<file path="config.mk">
export PLATFORM = sky130hd
export DESIGN_NAME = seg_scan_capture
export DESIGN_NICKNAME = d
export VERILOG_FILES = /design/src/rtl/seg_scan_capture.sv
export SDC_FILE = /design/constraint.sdc
export NUM_CORES = 1
export LEC_CHECK = 0
export ABC_AREA = 1
export CAP_MARGIN = 10
export CORE_ASPECT_RATIO = 1.5
export CORE_UTILIZATION = 54
export CTS_BUF_LIST = sky130_fd_sc_hd__clkbuf_8
export CTS_CLUSTER_SIZE = 25
export DETAILED_ROUTE_END_ITERATION = 8
export PLACE_DENSITY_LB_ADDON = 0.25
export SKIP_LAST_GASP = 1
export SYNTH_ARGS = -nofsm -noshare
export SYNTH_HDL_FRONTEND = slang
export SYNTH_SLANG_ARGS = --single-unit
</file>
<file path="constraint.sdc">
create_clock -name clock -period 2.7 [get_ports clock]
set_clock_uncertainty 0.05 [all_clocks]
set_input_delay 0.81 -clock clock [delete_from_list [all_inputs] [get_ports clock]]
set_output_delay 0.81 -clock clock [all_outputs]
set_load 0.02 [all_outputs]
</file>
<file path="src/rtl/seg_scan_capture.sv">
// seg_scan_capture: decodes a scanned 7-segment display back into a 4-digit frame; defining SCAN_TIMEOUT_EN adds scan-loss detection (scan_lost).
// Latency: capture 1+SETTLE cycles after a digit_sel change, publish 1 cycle after the 4th capture; no backpressure, free-running sampler.
module seg_scan_capture #(
    parameter int unsigned SETTLE         = 2,
    parameter int unsigned MATCH_FRAMES   = 2,
    parameter bit          SEG_ACTIVE_LOW = 1'b0,
    parameter bit          SEL_ACTIVE_LOW = 1'b0,
    parameter int unsigned TIMEOUT        = 1024
) (
    input  logic        clock,
    input  logic        reset,
    input  logic [6:0]  segment,
    input  logic [3:0]  digit_sel,
    output logic [15:0] digits,
    output logic        frame_valid,
    output logic        stable,
`ifdef SCAN_TIMEOUT_EN
    output logic        scan_lost,
`endif
    output logic        bad_pattern
);

    localparam logic [7:0] SETTLE_C = 8'(SETTLE);
    localparam logic [3:0] MATCH_C  = 4'(MATCH_FRAMES);

    logic [3:0]  sel_q, sel_d, sel_prev_q;
    logic [6:0]  seg_q, seg_d;
    logic [7:0]  dwell_q, dwell_d;
    logic [15:0] frame_buf_q, frame_buf_d;
    logic [15:0] prev_frame_q, prev_frame_d;
    logic [3:0]  mask_q, mask_d;
    logic [3:0]  match_q, match_d;
    logic [15:0] digits_q, digits_d;
    logic        frame_valid_q, frame_valid_d;
    logic        stable_q, stable_d;
    logic        bad_q, bad_d;

    logic        sel_onehot, sel_same, capture;
    logic [3:0]  cap_bits, cap_code;
    logic        frame_done, frame_eq, publish;

    function automatic logic [3:0] decode_seg(input logic [6:0] s);
        logic [3:0] code;
        case (s)
            7'h3F:   code = 4'h0;
            7'h06:   code = 4'h1;
            7'h5B:   code = 4'h2;
            7'h4F:   code = 4'h3;
            7'h66:   code = 4'h4;
            7'h6D:   code = 4'h5;
            7'h7D:   code = 4'h6;
            7'h07:   code = 4'h7;
            7'h7F:   code = 4'h8;
            7'h6F:   code = 4'h9;
            7'h00:   code = 4'hA;
            default: code = 4'hF;
        endcase
        return code;
    endfunction

    assign sel_d = digit_sel ^ {4{SEL_ACTIVE_LOW}};
    assign seg_d = segment ^ {7{SEG_ACTIVE_LOW}};

    assign sel_onehot = $onehot(sel_q);
    assign sel_same   = (sel_q == sel_prev_q);

    // The capture fires on the single cycle the dwell count steps onto SETTLE.
    assign capture  = sel_onehot && sel_same && (dwell_q == SETTLE_C - 8'd1);
    assign cap_code = decode_seg(seg_q);
    assign cap_bits = capture ? sel_q : 4'b0000;

    assign frame_done = (mask_q == 4'hF);
    assign frame_eq   = (frame_buf_q == prev_frame_q);

    always_comb begin
        dwell_d = 8'd0;
        if (sel_onehot && sel_same) begin
            dwell_d = (dwell_q >= SETTLE_C) ? SETTLE_C : dwell_q + 8'd1;
        end
    end

`ifdef SCAN_TIMEOUT_EN
    localparam int TO_BITS = (TIMEOUT < 2) ? 1 : $clog2(TIMEOUT + 1);
    localparam logic [TO_BITS-1:0] TO_MAX  = TO_BITS'(TIMEOUT);
    localparam logic [TO_BITS-1:0] TO_LAST = TO_BITS'(TIMEOUT - 1);

    logic [TO_BITS-1:0] to_q, to_d;
    logic               lost_q, lost_d;
    logic               timeout_hit;

    assign timeout_hit = !capture && (to_q == TO_LAST);

    always_comb begin
        to_d   = to_q;
        lost_d = lost_q;
        if (capture) begin
            to_d   = '0;
            lost_d = 1'b0;
        end else begin
            if (to_q != TO_MAX) begin
                to_d = to_q + TO_BITS'(1);
            end
            if (timeout_hit) begin
                lost_d = 1'b1;
            end
        end
    end

    always_ff @(posedge clock) begin
        if (reset) begin
            to_q   <= '0;
            lost_q <= 1'b0;
        end else begin
            to_q   <= to_d;
            lost_q <= lost_d;
        end
    end

    assign scan_lost = lost_q;
`else
    logic unused_timeout;
    assign unused_timeout = ^TIMEOUT;
`endif

    always_comb begin
        frame_buf_d = frame_buf_q;
        for (int i = 0; i < 4; i++) begin
            if (cap_bits[i]) begin
                frame_buf_d[i*4 +: 4] = cap_code;
            end
        end

        // A capture landing on the frame-complete cycle survives the mask clear.
        mask_d       = (frame_done ? 4'b0000 : mask_q) | cap_bits;
        prev_frame_d = frame_done ? frame_buf_q : prev_frame_q;

        match_d = match_q;
        if (frame_done) begin
            if (frame_eq) begin
                match_d = (match_q >= MATCH_C) ? MATCH_C : match_q + 4'd1;
            end else begin
                match_d = 4'd1;
            end
        end

        // The !frame_eq term lets MATCH_FRAMES=1 publish every changed frame.
        publish = frame_done && (match_d == MATCH_C) && ((match_q != MATCH_C) || !frame_eq);

`ifdef SCAN_TIMEOUT_EN
        if (timeout_hit) begin
            mask_d  = 4'b0000;
            match_d = 4'd0;
            publish = 1'b0;
        end
`endif

        digits_d      = publish ? frame_buf_q : digits_q;
        frame_valid_d = publish;
        stable_d      = stable_q | publish;
`ifdef SCAN_TIMEOUT_EN
        if (timeout_hit) begin
            stable_d = 1'b0;
        end
`endif
        bad_d = capture && (cap_code == 4'hF);
    end

    always_ff @(posedge clock) begin
        if (reset) begin
            sel_q         <= 4'b0000;
            sel_prev_q    <= 4'b0000;
            seg_q         <= 7'h00;
            dwell_q       <= 8'd0;
            frame_buf_q   <= 16'h0000;
            prev_frame_q  <= 16'h0000;
            mask_q        <= 4'b0000;
            match_q       <= 4'd0;
            digits_q      <= 16'h0000;
            frame_valid_q <= 1'b0;
            stable_q      <= 1'b0;
            bad_q         <= 1'b0;
        end else begin
            sel_q         <= sel_d;
            sel_prev_q    <= sel_q;
            seg_q         <= seg_d;
            dwell_q       <= dwell_d;
            frame_buf_q   <= frame_buf_d;
            prev_frame_q  <= prev_frame_d;
            mask_q        <= mask_d;
            match_q       <= match_d;
            digits_q      <= digits_d;
            frame_valid_q <= frame_valid_d;
            stable_q      <= stable_d;
            bad_q         <= bad_d;
        end
    end

    assign digits      = digits_q;
    assign frame_valid = frame_valid_q;
    assign stable      = stable_q;
    assign bad_pattern = bad_q;

endmodule

</file>
# Word level (Yosys, flattened, before mapping)

Cells that the tools add are included.

Divide/modulo/power cells: 0
Shift-type cells: 0
Reductions and logical operators: 10
$mul: 0
$add $sub $neg: 5
Equality and inequality tests: 18
Muxes and demuxes: 7
Order comparisons: 2
Bitwise operators: 3

Operators by type and width:

| cell                | number |
|---|---|
| $eq 7x7->1 const B  | 7 |
| $pmux 4 s11         | 1 |
| $mux 4              | 5 |
| $eq 16x16->1        | 1 |
| $eq 7x3->1 const B  | 2 |
| $add 8x1->8 const B | 1 |
| $eq 4x4->1 const B  | 2 |
| $eq 8x1->1 const B  | 1 |
| $ge 8x2->1 const B  | 1 |
| $eq 7x6->1 const B  | 1 |
| $logic_not 7->1     | 1 |
| $logic_and 1x1->1   | 5 |
| $add 1x1->2         | 2 |
| $add 4x1->4 const B | 1 |
| $eq 4x2->1 const B  | 1 |
| $eq 4x4->1          | 1 |
| $ge 4x2->1 const B  | 1 |
| $ne 4x2->1 const B  | 1 |
| $or 4x4->4          | 1 |
| $add 2x2->3         | 1 |
| $eq 3x1->1 const B  | 1 |
| $reduce_or 3->1     | 1 |
| $mux 2              | 1 |
| $reduce_or 2->1     | 1 |
| 4 further kinds     | 4 |

Bits in writable memories: 0
Input port bits: 13
Register bits after elaboration: 82
Memories: 0
Latch bits: 0
Output and inout bits: 19
ROM bits: 0

# Depth between registers and ports, before layout

Depth in word-level cells: 8
Depth in mapped cells: 14

# Worst setup path after synthesis

No wires, ideal clock.

Path kind: reg2reg
Start point: register sel_q[0]
End point: register frame_buf_q[10]
Period minus slack after synthesis: 2.588 ns
Path slack: 0.112 ns
Cell stages (with the launch flop): 11
Arrival: 2.425 ns
Setup time: 0.114 ns
Cell sequence: dfxtp_1 inv_1 fa_1 inv_1 ha_1 ha_1 nand3b_1 nor4_4 nand3_2 nor2_1 nor2_1

Longest elaborated chain between the ends: 6
Elaborated cells on any way between the ends: 7
Those cells by class: add/sub (2); eq/ne (2); mux (1); reduce/logical (2)

RTL lines:

| item                              | RTL line | RTL |
|---|---|---|
| start, declared                   | 26       | `logic [3:0] sel_q, sel_d, sel_prev_q;` |
| start signal, assigned            | 183      | `sel_q <= sel_d;` |
| $add 1x1->2 (not written as such) | 64       | `assign sel_onehot = $onehot(sel_q);` |
| $add 2x2->3 (not written as such) | 64       |  |
| $eq 3x1->1                        | 64       |  |
| $logic_and 1x1->1 * (2 in a row)  | 68       | `assign capture = sel_onehot && sel_same && (dwell_q == SETTLE_C - 8'd1);` |
| $mux 4 *                          | 70       | `assign cap_bits = capture ? sel_q : 4'b0000;` |
| end signal, assigned              | 187      | `frame_buf_q <= frame_buf_d;` |
| end, declared                     | 29       | `logic [15:0] frame_buf_q, frame_buf_d;` |

Mark *: on every way between the ends. The rest lies on a longest branch, timed or not.
A chain may end at the register's enable or synchronous reset.

# Final worst setup path

Start point: register sel_q[3]
End point: register frame_buf_q[8]

Same word-level chain as after synthesis.

==> flow_summary.json <==
{
  "synthDistinctLibCells": 32,
  "syn_area_per_cell_sq_um": 6.89,
  "timing.final.crit_share": 0.947,
  "ys_warn_count": 0,
  "finalNetCount": 585,
  "layout_setup_ws_ns": 0.143,
  "startpoint_type": "register",
  "peakVddDrop_uv": 381,
  "power_mw": 2.39,
  "fin_area_sq_mm": 0.00431,
  "dp_hpwl_um": 4650,
  "fin_tns_setup_ns": 0,
  "rr_startpoint": "sel_q[3]",
  "p_leak_nw": 1.92,
  "clk_latency_ns": 0.37,
  "cts_made_buffers": 9,
  "synth_edf_count": 0,
  "seqPwrFrac": 0.516,
  "ios": 32,
  "wl_per_cell_um": 10.4,
  "hold_violations": 0,
  "grt_pass1_vias": 2846,
  "rrSetupSlack_ns": 0.14,
  "comb_power_share": 0.049,
  "vias": 3080,
  "end_kind": "register",
  "coreArea_sq_mm": 0.00649,
  "viasPerCell": 4.78,
  "p_switching_mw": 0.528,
  "fin_worst_hold_slack_ns": 0.420,
  "grt_pass1_wl_um": 11600,
  "rr_endpoint": "frame_buf_q[8]",
  "worstPathMaxFanout": 9,
  "placed_cells": 625,
  "drtIter0Drc": 178,
  "clk_pin_slew_ns": 0.08,
  "p_per_area_mw_per_mm2": 555,
  "gr-total-overflow": 0,
  "dr.pass1.iters": 4,
  "dieArea_sq_mm": 0.00704,
  "initial_core_util": 0.558,
  "area_growth_pct": 19.2,
  "fillerInstances": 579,
  "postLayoutCoreUtil": 0.665,
  "worst_pin_slew_ns": 0.682,
  "setup_violations": 0,
  "final_layout_size_suffix_gt1_frac": 0.0914,
  "die_w_um": 68.8,
  "worst_hold_path_type": "reg -> reg",
  "whs_endpoint": "mask_q[3]",
  "arrival_ns": 2.82,
  "maxSlewHeadroom": 0.544,
  "async_flop_share": 0,
  "finalCriticalPeriod_ns": 2.56,
  "die_h_um": 102,
  "place.gp.congestion": 0.813,
  "synth_area_sq_mm": 0.00362,
  "cp.required_ns": 2.96,
  "hp-start": "mask_q[3]",
  "tritoncts": "yes",
  "yosys_most_used_dff": "dfxtp_1",
  "grt_start_max_net_pins": 50,
  "hold_depth": 2,
  "drv_cap": 0,
  "h-tree-depth": 3,
  "grt_util_all_layers": 0.222,
  "drc": 0,
  "r2r_cells": 12,
  "drv_slew": 0,
  "synth_seq_cells": 82,
  "antenna_found_initial": 0,
  "multi_input_area_sq_mm": 0.00170,
  "status": "complete, no violations",
  "postCtsHoldBufs": 0,
  "seqCellArea_sq_mm": 0.00165,
  "ant_nets": 0,
  "yosysSeqAreaShare": 0.454,
  "dp_slack_ns": -0.0675,
  "fin_cells": 645,
  "p_clk_frac": 0.435,
  "clockBufferDepth": 2,
  "dpl-instance-area_sq_mm": 0.00398,
  "cts.sinks": 82,
  "intPower_mw": 1.87,
  "rows": 36,
  "max_freq_mhz": 391,
  "io_buffers": 31,
  "cts-root-buf": "clkbuf_8",
  "switching_share": 0.221,
  "n_antenna_cell": 0,
  "synth_cells": 525,
  "drt_wl_total_um": 6690,
  "critPathKind": "reg -> reg"
}
-- layout make-up --
class                           instances  area share
Inverter                               71      0.0618
Tap cell                               76      0.0221
Sequential cell                        82       0.383
Clock buffer                           12      0.0383
Clock inverter                          4      0.0168
Multi-Input combinational cell        363       0.395
Timing Repair Buffer                   37      0.0833
-- critical path: stages (launching register included) --
cell	delay (ns)
dfxtp_4	0.38
inv_1	0.06
fa_1	0.47
inv_1	0.05
ha_2	0.16
ha_1	0.25
nand3b_1	0.19
nor4_4	0.30
buf_6	0.20
nand3_4	0.13
nand2_1	0.10
nand2_1	0.05
nor2_1	0.11
-- timing repair --
item | 4_1_cts | 5_1_grt
setup endpoints to repair | 16 | 21
buffers inserted | 0 | 2
pin swaps | 1 | 5
cloned | 0 | 2
resized for setup | 0 | 18
-- how the worst max path moves through the flow --
stage / startpoint / end / slack [ns]
finish: sel_q[3] / frame_buf_q[8] / 0.14
global placement: sel_q[3] / frame_buf_q[8] / 0.04
CTS: sel_q[1] / frame_buf_q[7] / 0.05
floorplan: sel_q[0] / frame_buf_q[10] / 0.11
detailed placement: sel_q[1] / frame_buf_q[7] / -0.07
global route: sel_q[0] / frame_buf_q[12] / -0.03
-- metal layers --
layer / vias up / share of wire / wire length (um) / GRT usage
met5: - / 0 / 0 / 0
met4: 0 / 0.026 / 171 / 0.111
met3: 12 / 0.032 / 216 / 0.0647
met2: 46 / 0.50 / 3360 / 0.391
met1: 1357 / 0.44 / 2950 / 0.232
li1: 1665 / - / - / -
-- cell usage in the layout (no fill, tap or decap), drive strengths merged, types with 2 or more instances in the layout --
cell type	netlist	routed
a21oi	22	22
clkbuf	9	12
conb	1	5
nor4	3	3
nor3	5	5
bufinv	0	2
nand3	14	16
nand4	3	3
xnor2	2	2
nor2	114	114
buf	6	6
o21ai	20	20
nand3b	2	2
dfxtp	82	82
xor2	2	2
ha	7	7
inv	71	71
nand2	155	155
clkdlybuf4s50	0	31
-- Yosys cell counts (2+ instances only) --
| library cell | number | share of area |
|---|---|---|
| dfxtp_1 | 82 | 0.45 |
| inv_2 | 5 | 0.0052 |
| clkbuf_1 | 9 | 0.0093 |
| xnor2_1 | 2 | 0.0048 |
| nor2_4 | 2 | 0.0062 |
| xor2_1 | 2 | 0.0048 |
| nand2_1 | 153 | 0.16 |
| nand4_1 | 3 | 0.0052 |
| nor2_1 | 109 | 0.11 |
| o21ai_0 | 20 | 0.028 |
| nand3_1 | 10 | 0.014 |
| nand3b_1 | 2 | 0.0041 |
| buf_6 | 4 | 0.012 |
| inv_1 | 66 | 0.068 |
| nand2_2 | 2 | 0.0035 |
| a21oi_1 | 22 | 0.030 |
| nand3_2 | 4 | 0.011 |
| nor4_1 | 2 | 0.0035 |
| nor3_1 | 5 | 0.0069 |
| nor2_2 | 3 | 0.0052 |
| ha_1 | 7 | 0.024 |
-- flip-flops by register name, summed over array words and instances, names as in the netlist, 4 cells and up --
name	count
mask_q	4
dwell_q	8
seg_q	7
prev_frame_q	16
sel_prev_q	4
digits	16
sel_q	4
frame_buf_q	16
match_q	4
-- power by group through the flow --
stage	Sequential [mW]	Combinational (mW)	Clock, mW
2_1_floorplan	1.26	0.0708	0
5_1_grt	1.24	0.133	1.10
4_1_cts	1.24	0.107	1.06
3_5_place_dp	1.26	0.108	0
3_3_place_gp	1.26	0.105	0
6_report	1.24	0.117	1.04
-- kinds of logic after synthesis --
family / after synthesis / share of synthesized area
DFF: 82 / 0.454
buffers and inverters: 86 / 0.0979
and+or+nand+nor: 298 / 0.341
AOI/OAI and AO/OA: 46 / 0.0671
xor gates and xnor gates: 4 / 0.00969
other: 1 / 0.00104
adders and majority gates: 8 / 0.0297
Note: power is estimated with default switching activity, not from simulation.
